## config.mk

```make
export PLATFORM = sky130hd
export DESIGN_NAME = postprocess_scheduler
export DESIGN_NICKNAME = d
export VERILOG_FILES = /design/src/rtl/postprocess_scheduler.sv
export SDC_FILE = /design/constraint.sdc
export NUM_CORES = 1
export LEC_CHECK = 0
export ABC_AREA = 0
export BUFFER_PORTS_ARGS = -buffer_cell sky130_fd_sc_hd__buf_4
export CORE_MARGIN = 2
export CORE_UTILIZATION = 49
export CTS_BUF_LIST = sky130_fd_sc_hd__clkbuf_16
export DETAILED_ROUTE_END_ITERATION = 10
export PLACE_DENSITY_LB_ADDON = 0.15
export SYNTH_ARGS = -nofsm -noshare
export SYNTH_HDL_FRONTEND = slang
export SYNTH_SLANG_ARGS = --single-unit
```

## constraint.sdc

```tcl
create_clock -name clk -period 2.1 [get_ports clk]
set_clock_uncertainty 0.05 [all_clocks]
set_input_delay 0.105 -clock clk [delete_from_list [all_inputs] [get_ports clk]]
set_output_delay 0.105 -clock clk [all_outputs]
set_load 0.01 [all_outputs]
```

## src/rtl/postprocess_scheduler.sv

```systemverilog
// postprocess_scheduler: sequences the post-processing datapath and buffers its results in a 2-entry FIFO
module postprocess_scheduler #(
    parameter int ITER_LAST   = 511,
    parameter int NUM_RESULTS = 1,
    parameter int DRAIN_MAX   = 16
) (
    input  logic        clk,
    input  logic        rst_b,
    input  logic        start,
    output logic        busy,
    output logic        done,
    output logic        err,
    output logic        pp_en,
    output logic [4:0]  pp_cnt,
    output logic [3:0]  pp_pos,
    output logic [8:0]  buf_rd_addr,
    input  logic        pp_valid,
    input  logic [31:0] pp_float0,
    input  logic [31:0] pp_float1,
    output logic        res_valid,
    output logic [31:0] res_data0,
    output logic [31:0] res_data1,
    input  logic        res_ready
);
    localparam logic [8:0] LAST = 9'(ITER_LAST);
    localparam logic [3:0] NRES = 4'(NUM_RESULTS);
    localparam logic [8:0] DMAX = 9'(DRAIN_MAX);

    typedef enum logic [2:0] {IDLE, ISSUE, DRAIN, FLUSH, DONE} state_t;

    state_t      state, state_nx;
    logic [8:0]  iter;
    logic [3:0]  res_cnt, res_cnt_nx;
    logic [7:0]  drain_cnt;
    logic [63:0] mem [2];
    logic        rd_ptr, wr_ptr;
    logic [1:0]  fifo_count;
    logic        push, pop, timeout, err_set;

    assign pp_cnt      = iter[4:0];
    assign pp_pos      = iter[8:5];
    assign buf_rd_addr = iter;
    assign res_valid   = fifo_count != 2'd0;
    assign res_data0   = mem[rd_ptr][31:0];
    assign res_data1   = mem[rd_ptr][63:32];

    // state, run counters and registered status outputs
    always_ff @(posedge clk or negedge rst_b) begin
        if (!rst_b) begin
            state     <= IDLE;
            busy      <= 1'b0;
            done      <= 1'b0;
            err       <= 1'b0;
            iter      <= '0;
            res_cnt   <= '0;
            drain_cnt <= '0;
        end else begin
            state <= state_nx;
            busy  <= state_nx != IDLE;
            done  <= state_nx == DONE;
            if (state == IDLE && start) begin
                iter      <= '0;
                res_cnt   <= '0;
                drain_cnt <= '0;
                err       <= 1'b0;
            end else begin
                res_cnt <= res_cnt_nx;
                if (state == ISSUE && pp_en && iter != LAST) iter <= iter + 9'd1;
                if (state == DRAIN && pp_en) drain_cnt <= drain_cnt + 8'd1;
                if (err_set) err <= 1'b1;
            end
        end
    end

    // next state; a result reaching the quota in the same cycle as the timeout wins
    always_comb begin
        res_cnt_nx = (push && res_cnt != 4'd15) ? res_cnt + 4'd1 : res_cnt;
        timeout    = pp_en && ({1'b0, drain_cnt} + 9'd1 >= DMAX);
        err_set    = 1'b0;
        state_nx   = state;
        case (state)
            IDLE:  state_nx = start ? ISSUE : IDLE;
            ISSUE: state_nx = (pp_en && iter == LAST) ? DRAIN : ISSUE;
            DRAIN: begin
                err_set  = res_cnt_nx < NRES && timeout;
                state_nx = (res_cnt_nx >= NRES || timeout) ? FLUSH : DRAIN;
            end
            FLUSH: state_nx = fifo_count == 2'd0 ? DONE : FLUSH;
            DONE:  state_nx = IDLE;
            default: state_nx = IDLE;
        endcase
    end

    // datapath enable stalls on a full FIFO; no path from res_ready
    always_comb begin
        pp_en = (state == ISSUE || state == DRAIN) && fifo_count != 2'd2;
        push  = pp_en && pp_valid;
        pop   = res_valid && res_ready;
    end

    // two-entry result FIFO
    always_ff @(posedge clk or negedge rst_b) begin
        if (!rst_b) begin
            mem[0]     <= '0;
            mem[1]     <= '0;
            rd_ptr     <= 1'b0;
            wr_ptr     <= 1'b0;
            fifo_count <= '0;
        end else begin
            if (push) begin
                mem[wr_ptr] <= {pp_float1, pp_float0};
                wr_ptr      <= ~wr_ptr;
            end
            if (pop) rd_ptr <= ~rd_ptr;
            fifo_count <= fifo_count + {1'b0, push} - {1'b0, pop};
        end
    end
endmodule
```

**Yosys cells after proc, flatten, opt, wreduce, memory -nomap -nowiden**

Index checks and enable logic that the tools add are counted.

- ROM bits: 0
- Output and inout port bits: 87
- Flip-flop bits (word level): 159
- Bits in writable memories: 0
- Memories kept: 0
- Input bits: 69
- Bits in latches: 0
- Logic and storage cells: 77

- Shifts and indexed selects: 0
- Reductions and logical operators: 21
- Order comparisons: 6
- Eq/ne operators: 8
- Multiply operators: 0
- Multiplexer cells: 20
- Add/subtract/negate cells: 6
- Bitwise operators: 4
- Divide/modulo/power cells: 0

Operators with widths:

| operator | count |
|---|---|
| 2-to-1 mux 64 bit | 4 |
| bitwise mux 128 bit | 1 |
| demux 64 bit (select 1 bit) | 1 |
| 2-to-1 mux 9 bit | 2 |
| 2-to-1 mux 8 bit | 2 |
| logical AND 1 bit | 12 |
| one-hot mux 3 bit (4 select lines) | 1 |
| adder 8 x 1 -> 9 bit (second input constant) | 1 |
| adder 9 x 1 -> 9 bit (second input constant) | 1 |
| equality test 9 bit (second input constant) | 1 |
| greater-or-equal comparator 9 x 5 -> 1 bit (second input constant) | 1 |
| != test 9 bit (second input constant) | 1 |
| adder 8 x 1 -> 8 bit (second input constant) | 1 |
| 2-to-1 mux 4 bit | 2 |
| nonzero test 2 bit | 4 |
| equality test 3 x 2 -> 1 bit (second input constant) | 2 |
| 2-to-1 mux 1 bit | 5 |
| adder 4 x 1 -> 4 bit (second input constant) | 1 |
| greater-or-equal comparator 2 bit (second input constant) | 2 |
| greater-or-equal comparator 4 x 1 -> 1 bit (second input constant) | 1 |
| < comparator 4 x 1 -> 1 bit (second input constant) | 1 |
| != test 4 bit (second input constant) | 1 |
| inverter 1 -> 2 bit | 2 |
| equality test 3 x 1 -> 1 bit (second input constant) | 1 |
| other kinds (12) | 14 |

**Longest topological paths before layout**

Gate-level depths: netlist of the first run.

- Word-level depth: 11
- Gate-level depth with buffers: 9
- Mapped depth without buffers: 8

**Worst setup path before layout of the first run**

OpenSTA, ideal clock, no wires.

- Path kind: reg-to-reg
- Start: register iter[2], in the netlist buf_rd_addr[2]
- End: register iter[3], in the netlist buf_rd_addr[3]
- Data required time: 1918 ps
- Buffers on the path: 0
- Arrival: 2057 ps
- Period minus slack after synthesis: 2239 ps
- Slack: -139 ps
- Library setup time: 132 ps
- Stages on the path, launching flop included: 9
- Cell sequence: dfrtp_1 and3_1 and3_1 and3_1 ha_1 nor4_4 nand4_1 xor2_1 nor2_1

- Cells in the longest elaborated chain, start to end: 3
- Elaborated cells on any way between the ends: 6
- Those cells by class: add/sub (1); eq/ne (1); mux (2); reduce/logical (2)

RTL lines:

| item | RTL line | text |
|---|---|---|
| from (decl) | 32 | `logic [8:0] iter;` |
| from (signal assigned) | 68 | `if (state == ISSUE && pp_en && iter != LAST) iter <= iter + 9'd1;` |
| adder 9 x 1 -> 9 bit or != test 9 bit (tied branches) | 68 |  |
| 2-to-1 mux 9 bit or logical AND 1 bit (tied branches) | 68 |  |
| 2-to-1 mux 9 bit or nonzero test 2 bit (tied branches) | - |  |

Parallel ways exist; a longest one is shown, timed or not. The select of a mux whose other input is x is not followed.
A chain may end at the register's enable or synchronous reset.

**Worst setup path in the final report of the first run**

- Start: register iter[2], in the netlist buf_rd_addr[2]
- End: register iter[6], in the netlist buf_rd_addr[6]

The elaborated chain is that of the path after synthesis.

==> results of run 1 <==
## state kept, by name, summed over array words and instances, names as in the netlist, 2 cells and up
name / flops
mem: 128
state: 3
drain_cnt: 8
res_cnt: 4
buf_rd_addr: 9
fifo_count: 2
## final cells by class
type | instances | area [um^2]
Clock inverter | 14 | 128
Inverter | 3 | 11.3
Clock buffer | 17 | 425
Sequential cell | 159 | 3980
Multi-Input combinational cell | 323 | 3090
Timing Repair Buffer | 251 | 2140
Tap cell | 184 | 230
Fill cell | 1044 | 4520
## layer usage
layer / up-vias / GRT usage [%] / part of all wire (%)
met2: 127 / 35.3 / 50
met4: 0 / 7.56 / 2.0
met5: - / 0 / 0
li1: 2308 / - / -
met1: 2498 / 26.6 / 44
met3: 23 / 4.42 / 3.7
## path summary, 6_finish.rpt
path,from,to,slack (ps)
worst max-delay path,buf_rd_addr[2],buf_rd_addr[6],70
worst min-delay path,rst_b,mem[72],180
worst max register to register,buf_rd_addr[2],buf_rd_addr[6],70
worst min register to register,mem[78],mem[78],430
max in group asynchronous,rst_b,mem[43],1100
min in group clk,start,res_cnt[0],210
## through the flow
stage | worst slack, ps | instance area (um^2) | hold slack [ps]
2_1_floorplan | -67.8 | 7340 | -241
3_3_place_gp | 87.3 | 8770 | 59.7
3_5_place_dp | 41.5 | 8770 | 69.5
4_1_cts | 27.8 | 9990 | 199
5_1_grt | -14.3 | 10000 | 235
6_report | 71.5 | 10000 | 182
## critical path, delay by kind of cell, from the launching register on
| kind | cells | cell delay, ps |
|---|---|---|
| simple gates | 6 | 1000 |
| flops | 1 | 400 |
| fa+ha+maj | 1 | 170 |
| buf+inv | 1 | 170 |
| xor+xnor | 1 | 160 |
## cells in the final DEF, fill, tap and decap left out, types with 2 or more instances in the layout
master	Yosys	routed
a21oi_1	6	5
a31oi_1	2	2
and3_4	0	3
and4bb_2	2	2
buf_12	0	7
buf_4	15	176
buf_6	6	2
bufinv_16	0	2
clkbuf_16	0	17
clkinv_1	0	3
clkinv_2	0	4
clkinv_4	0	2
clkinvlp_4	0	2
dfrtp_1	159	156
dfrtp_2	0	3
dlygate4sd3_1	0	66
ha_1	7	6
inv_1	2	3
mux2_1	15	15
mux2_2	177	177
mux2i_1	5	5
nand2_1	12	12
nand2b_1	3	3
nand3_1	7	7
nand3b_1	3	3
nand4_1	8	8
nor2_1	24	24
nor3_1	3	3
o21ai_0	11	11
or3_1	2	2
xnor2_1	4	3
xnor2_2	1	2
xor2_1	10	10
## report_power, final
part,internal [uW],switching (uW),total [uW]
logic,4460,3160,7630
clock network,1720,1210,2920
registers,4610,883,5490
total,10800,5250,16000
## logic make-up (layout without fill, tap and decap cells)
| logic type | after synthesis | count (layout) | share of synthesized area (%) |
|---|---|---|---|
| and+or+nand+nor | 79 | 79 | 6.35 |
| xor gates and xnor gates | 15 | 15 | 1.90 |
| muxes | 197 | 197 | 30.3 |
| adders and majority gates | 7 | 7 | 1.20 |
| AOI/OAI and AO/OA | 25 | 25 | 2.04 |
| buffers and inverters | 38 | 285 | 3.78 |
| DFF | 159 | 159 | 54.5 |
## repair_timing
item | in CTS | in global routing
resized for setup | 0 | 5
buffers inserted | 0 | 1
endpoints found under the hold margin | 185 | 0
hold buffers | 66 | 0
setup endpoints to repair | 0 | 11
==> run_results.csv, run 1 <==
group,metric,value,unit
critical_path,slowest_stage,"dfrtp_2",
grt,grt_start_max_net_pins,60,
final_layout,final_util,68.9,%
synth,synthFlopType,"dfrtp_1",
clock_tree,clockBufferDepth,2,
timing,min_period_over_period,96.6,%
clock_tree,clock_latency,420,ps
critical_path,cp_common_cell,"and3_4",
critical_path,cp.required,2400,ps
drt,wl_per_cell,16.8,um
power_and_ir_drop,vdd_drop_max,0.000960,V
run_status,status,"finished clean",
floorplanning,start_util,50.3,%
grt,antenna_found_initial,0,
final_layout,syn2layout_area_growth,37.1,%
synth,synth_top_area_cell,"dfrtp_1",
floorplanning,ios,156,
grt,grt-ovfl-total,0,
synth,synthTopCellsByCount,"mux2_2, dfrtp_1, nor2_1, buf_4, mux2_1",
power_and_ir_drop,p_leak,0.00450,uW
drt,viasPerCell,5.21,
drt,drt-initial-drc-count,239,
timing,period_needed,2030,ps
placement,gp_congestion,0.798,
synth,async_flop_share,100,%
synth,syn_nets,596,
final_layout,drive_gt1_share,53.7,%
synth,yosys.area.top_type_share,54.5,%
drt,antenna_left,0,
timing,slew_headroom,62.3,%
synth,ys_seq_area_share,54.5,%
grt,grt_pass1_wl,26.5,mm
floorplanning,rows,44,
critical_path,slowest_delay,400,ps
timing,setup_violations,0,
floorplanning,die_area,15900,um^2
critical_path,path_class,"reg2reg",
synth,avgSynthCellArea,14.1,um^2
floorplanning,dieHeight,126,um
synth,synth.most_common_cell,"mux2_2",
synth,ys_warn_count,0,
critical_path,reg2reg_depth,9,
placement,hpwl,10.6,mm
critical_path,worst_setup_path_end_kind,"flop",
synth,synthCells,520,
floorplanning,core_area,14500,um^2
timing,fin_setup_tns,0,ps
drt,drt-total-wl,16.0,mm
placement,post-place-cells,853,
critical_path,cp_max_fo,9,
floorplanning,die_w,126,um
grt,grt_pass1_vias,5305,
clock_tree,clkTransAtPathRegs,60,ps
power_and_ir_drop,total_power,16000,uW
drt,drc_errors,0,
clock_tree,clock-sinks,159,
worst_hold_path,hold_path_class,"in2async",
clock_tree,cts_buffers,17,
synth,synth.distinct_cells,46,
critical_path,path_cells,"and3_4 -> and3_4 -> and3_4 -> ha_4 -> nor4_4 -> buf_6 -> nand4_1 -> xor2_1 -> nor2_1",
timing,rsz0062_at_grt,"yes",
timing,tightest_slew,566,ps
clock_tree,cts_tree,"done",
drt,drt_first_pass_iters,4,
grt,grtUsageTotal,20.9,%
clock_tree,htreeDepth,4,
synth,syn-cell-area,7310,um^2
critical_path,cp.arrival,2330,ps
timing,slew_violations,0,
synth,synth_area_leaders,"dfrtp_1, mux2_2, mux2_1, buf_4, nor2_1",
synth,ys_seq_elements,159,
drt,route.vias.total,4956,
final_layout,diodes,0,
final_layout,final_cells,951,
placement,place.port_buffers,155,
power_and_ir_drop,power_density,1600,nW/um^2
clock_tree,root_buffer,"clkbuf_16",
job,cap_violations,0,
final_layout,fin_nets,831,
timing,hold_viol_final,0,
critical_path,start_kind,"flop",
timing,fmax,493,MHz
synth,synth_enable_flop_cells,0,
(Power assumes the default switching activity.)
==> run 2: changes to the inputs <==
- SETUP_SLACK_MARGIN: default -> 0.3
==> run 2 against run 1 <==
  * Worst hold slack worse by 86 ps
  * Register-to-register slack better by 30 ps
  * Critical path depth decreased by 1
  * Combinational power increased by 56%
  * Sequential cell count did not move
  * Non-clock buffer count up 49
  * Via count is 9.8% higher
  * Wire length rose by 32%
  * Global-route usage grew 4.1 points
  * Total power rose by 30%
==> run_results.csv, run 2 (synthesis results as in run 1) <==
group,metric,value,unit
run_status,status,"finished clean",
critical_path,start_kind,"flop",
final_layout,syn2layout_area_growth,62.9,%
drt,antenna_left,0,
timing,setup_violations,0,
timing,min_period_over_period,95.1,%
placement,gp_congestion,0.753,
placement,post-place-cells,851,
drt,route.vias.total,5442,
floorplanning,ios,156,
timing,rsz0062_at_grt,"yes",
timing,hold_viol_final,0,
final_layout,final_cells,1002,
power_and_ir_drop,p_int,14100,uW
grt,grt_pass1_wl,31.0,mm
timing,tightest_slew,521,ps
timing,setup_ws,102,ps
clock_tree,clock_latency,420,ps
final_layout,fin_nets,881,
grt,antenna_found_initial,0,
placement,place.port_buffers,155,
floorplanning,die_w,126,um
final_layout,final_common_cell,"dfrtp_1",
clock_tree,clkTransAtPathRegs,60,ps
timing,period_needed,2000,ps
clock_tree,clock-sinks,159,
timing,slew_headroom,65.3,%
power_and_ir_drop,switching_power,6700,uW
floorplanning,core_area,14500,um^2
power_and_ir_drop,swShare,32.2,%
clock_tree,root_buffer,"clkbuf_16",
timing,slew_violations,0,
floorplanning,dieHeight,126,um
grt,grt_start_max_net_pins,69,
critical_path,cp_max_fo,8,
clock_tree,cts_buffers,17,
power_and_ir_drop,comb_power_share,57.0,%
timing,timing.hold.ws,95.3,ps
power_and_ir_drop,vdd_drop_max,0.000992,V
clock_tree,clockBufferDepth,2,
final_layout,largest_reg_flops,128,
grt,grt_pass1_vias,5759,
clock_tree,htreeDepth,4,
grt,grt-ovfl-total,0,
power_and_ir_drop,p_leak,0.00555,uW
final_layout,fill_cells,725,
timing,fin_setup_tns,0,ps
drt,drt_first_pass_iters,4,
placement,pre_cts_slack,50.7,ps
floorplanning,rows,44,
critical_path,path_class,"reg2reg",
clock_tree,cts_tree,"done",
critical_path,cp.required,2360,ps
final_layout,drive_gt1_share,60.8,%
drt,drt-initial-drc-count,321,
grt,grtUsageTotal,25.0,%
critical_path,cp.arrival,2260,ps
drt,wl_per_cell,21.1,um
final_layout,diodes,0,
power_and_ir_drop,power_frac_seq,27.5,%
floorplanning,start_util,50.3,%
final_layout,largest-register,"mem",
critical_path,worst_setup_path_end_kind,"flop",
drt,drt-total-wl,21.1,mm
placement,hpwl,10.4,mm
floorplanning,die_area,15900,um^2
power_and_ir_drop,power_density,1750,nW/um^2
worst_hold_path,hold_path_class,"in2async",
final_layout,layout_common_cells,"dfrtp_1, mux2_4, buf_4",
timing,fmax,501,MHz
drt,viasPerCell,5.43,
power_and_ir_drop,pwr-share-clk,15.5,%
drt,drc_errors,0,
job,cap_violations,0,
## run 2: final cells by class
class                           instances  area [um^2]  area share, %
Inverter                                3         11.3         0.0946
Sequential cell                       159         3990           33.5
Clock inverter                         15          175           1.47
Tap cell                              184          230           1.93
Clock buffer                           17          425           3.57
Timing Repair Buffer                  300         3340           28.1
Multi-Input combinational cell        324         3730           31.4
## run 2: per-layer routing
metal,vias up,track usage (%),routed length (um)
met5,-,0,0
met4,0,7.56,386
met3,28,4.84,857
met2,141,42.1,10900
met1,2848,32.9,8990
li1,2425,-,-
## run 2: power by group through the flow
stage / sequential [uW] / clock [uW] / combinational (uW)
after global placement: 5480 / 0 / 7910
after floorplan: 5370 / 0 / 5320
after global routing: 5910 / 3400 / 12400
after detailed placement: 5570 / 0 / 8090
final: 5720 / 3220 / 11900
after CTS: 5580 / 3240 / 10200
## run 2: worst paths after layout
path                              start        endpoint  slack (ps)  depth (start not counted)
max reg2reg                    state[0]         mem[77]         100                          8
max in group asynchronous         rst_b      res_cnt[0]        1180                          3
min reg2reg                drain_cnt[7]    drain_cnt[7]         430                          1
min                               rst_b         mem[75]         100                          2
min in group clk                  start  buf_rd_addr[5]         240                          4
max                            state[0]         mem[77]         100                          8
## run 2: what timing repair did
action                                  in CTS  in global routing
endpoints found under the setup margin     207                213
hold buffers                                66                  0
resized for setup                          112                 99
hold endpoints to repair                   288                  0
pin swaps                                   18                 11
buffers inserted                            25                  5
gates cloned                                12                 11
## run 2: worst max-delay path, cell delays in order (launching register included)
cell     delay, ps
dfrtp_2        440
xnor2_4        160
nor4b_4        260
inv_2          100
nor2_4         140
buf_12         150
buf_8          130
buf_16         140
mux2_4         300
## run 2: stage by stage
stage / area [um^2] / utilization, % / power [uW]
floorplan: 7630 / - / 10700
global placement: 9040 / 62.2 / 13400
detailed placement: 9040 / 62.2 / 13700
CTS: 11200 / 77.4 / 19000
global route: 11900 / 81.9 / 21700
finish: 11900 / 81.9 / 20800
==> run 3: changes to the inputs <==
- BUFFER_PORTS_ARGS: -buffer_cell sky130_fd_sc_hd__buf_4 -> default
- CORE_UTILIZATION: 49 -> 57
- DONT_BUFFER_PORTS: default -> 1
==> run 3 against run 2 <==
  * The run now ends with hold timing left
  * Sequential power is 1% lower
  * Setup slack better by 26 ps
  * Critical endpoint is now mem[81]
  * Combinational power is 34% lower
  * Wire length is 16% lower
  * Total power is 20% lower
  * First-iteration DRC count is 9.3% higher
  * Critical path depth is 1 lower
  * Register-to-register slack better by 30 ps
  * Count of clock-buffer cells in the layout stayed put
  * Non-clock buffer count is 165 lower
  * Sequential cell count stayed put
  * Via count is 15% lower
==> run_results.csv, run 3 (synthesis results as in run 1) <==
group,metric,value,unit
run_status,status,"finished, violations left",
run_status,violations,"hold timing",
job,cap_violations,0,
final_layout,largest-register,"mem",
critical_path,cp.required,2360,ps
critical_path,slowest_delay,440,ps
drt,drt-initial-drc-count,351,
floorplanning,dieHeight,117,um
final_layout,final_common_cell,"dfrtp_1",
critical_path,start_kind,"flop",
clock_tree,clock-sinks,159,
critical_path,r2r_end,"mem[81]",
drt,route.vias.total,4617,
final_layout,largest_reg_flops,128,
critical_path,r2r_slack,130,ps
power_and_ir_drop,p_leak,0.00435,uW
critical_path,path_class,"reg2reg",
grt,grt_pass1_vias,4943,
timing,rsz0062_at_grt,"yes",
clock_tree,root_buffer,"clkbuf_16",
final_layout,diodes,0,
drt,drt-total-wl,17.6,mm
grt,grt_start_max_net_pins,160,
critical_path,slowest_stage,"dfrtp_2",
floorplanning,start_util,58.1,%
final_layout,fill_cells,728,
timing,min_period_over_period,93.9,%
timing,fmax,507,MHz
placement,gp_congestion,0.836,
timing,hold_viol_final,159,
final_layout,final_util,78.4,%
critical_path,path_cells,"xnor2_4 -> nor4b_4 -> inv_2 -> nor2_4 -> buf_12 -> buf_12 -> mux2_4",
grt,grt-ovfl-total,0,
clock_tree,cts_buffers,17,
clock_tree,cts_tree,"done",
final_layout,seqCellArea,3990,um^2
floorplanning,die_w,117,um
timing,setup_ws,128,ps
final_layout,layout_common_cells,"dfrtp_1, mux2_2, dlygate4sd3_1",
drt,drt_first_pass_iters,4,
final_layout,syn2layout_area_growth,34.8,%
drt,drc_errors,0,
critical_path,reg2reg_depth,7,
grt,antenna_found_initial,0,
grt,grt_busiest_layer,"met2",
floorplanning,core_area,12600,um^2
critical_path,cp_common_cell,"buf_12",
final_layout,multi_input_comb_area,3430,um^2
placement,post-place-cells,685,
critical_path,cp.arrival,2230,ps
critical_path,worst_setup_path_end_kind,"flop",
clock_tree,clock_latency,430,ps
clock_tree,clockBufferDepth,2,
floorplanning,die_area,13700,um^2
floorplanning,rows,41,
timing,tightest_slew,444,ps
drt,wl_per_cell,21.5,um
grt,grt_pass1_wl,25.8,mm
power_and_ir_drop,vdd_drop_max,0.000943,V
grt,use_met1,30.7,%
final_layout,final_cells,822,
grt,grtUsageTotal,25.2,%
critical_path,cp_max_fo,11,
drt,viasPerCell,5.62,
timing,slew_headroom,70.2,%
placement,pre_cts_slack,53.3,ps
clock_tree,clkTransAtPathRegs,60,ps
timing,timing.hold.ws,-675,ps
clock_tree,htreeDepth,4,
worst_hold_path,hold_path_class,"in2async",
power_and_ir_drop,total_power,16600,uW
placement,hpwl,9.15,mm
drt,antenna_left,0,
critical_path,r2r_start,"state[1]",
final_layout,drive_gt1_share,49.5,%
final_layout,fin_nets,715,
floorplanning,ios,156,
clock_tree,ctsHoldBuffers,65,
timing,period_needed,1970,ps
grt,gr-usage-met3,6.95,%
grt,met2_usage,42.5,%
timing,setup_violations,0,
timing,slew_violations,0,
power_and_ir_drop,power_density,1680,nW/um^2
placement,place.port_buffers,0,
## run 3: cell types whose count changed in the layout (fill, tap and decap cells not counted), moves of 4 or more
cell	before	now
o21ai_0	2	9
inv_1	2	6
buf_16	12	8
mux2_4	121	62
buf_4	112	35
o21ai_1	9	2
buf_12	17	10
buf_6	81	9
mux2_2	71	130
## run 3: power breakdown
group	switching, uW	leakage [uW]	internal (uW)
logic	3320	0.00219	4510
registers	1030	0.00186	4620
clock network	1170	0.000305	1940
## run 3: cell type report
| type | instances | share of cell area [%] |
|---|---|---|
| flip-flops and latches | 159 | 40.5 |
| inverters | 3 | 0.114 |
| clock buffers | 17 | 4.32 |
| repair buffers | 135 | 16.5 |
| clock inverters | 13 | 1.61 |
| multi-input cells | 323 | 34.8 |
| well taps | 172 | 2.18 |
## run 3: how the worst max path moves through the flow
stage / from / endpoint / slack, ps / cells after the start
3_5_place_dp: buf_rd_addr[2] / buf_rd_addr[4] / 50 / 9
3_3_place_gp: buf_rd_addr[2] / buf_rd_addr[3] / 100 / 9
5_1_grt: state[1] / mem[80] / 80 / 7
4_1_cts: state[1] / mem[81] / 120 / 7
2_1_floorplan: buf_rd_addr[2] / buf_rd_addr[3] / -70 / 8
6_report: state[1] / mem[81] / 130 / 7
## run 3: metal layers
| metal | vias to the layer above | wire [um] | share of wire (%) |
|---|---|---|---|
| li1 | 2085 | - | - |
| met1 | 2371 | 7330 | 42 |
| met2 | 132 | 8980 | 51 |
| met3 | 29 | 973 | 5.5 |
| met4 | 0 | 364 | 2.1 |
| met5 | - | 0 | 0 |
## run 3: what timing repair did
item / in CTS / in global routing
pin swaps: 10 / 9
gates resized for setup: 30 / 13
hold endpoints to repair: 288 / 159
setup endpoints to repair: 204 / 150
buffers inserted: 22 / 4
gates cloned: 8 / 8
## run 3: metrics by stage
| stage | cell area (um^2) | setup TNS [ps] | hold slack (ps) |
|---|---|---|---|
| 4_1_cts | 9580 | 0 | -694 |
| 3_5_place_dp | 7840 | 0 | -236 |
| 2_1_floorplan | 7630 | -217 | -241 |
| 5_1_grt | 9850 | 0 | -701 |
| 6_report | 9850 | 0 | -675 |
| 3_3_place_gp | 7840 | 0 | -237 |
## run 3: worst max-delay path, delay by kind of cell (launching register included)
family                    cells  cell delay, ps
DFF                           1             440
xor gates and xnor gates      1             160
muxes                         1             310
and+or+nand+nor               2             450
buffers and inverters         3             420
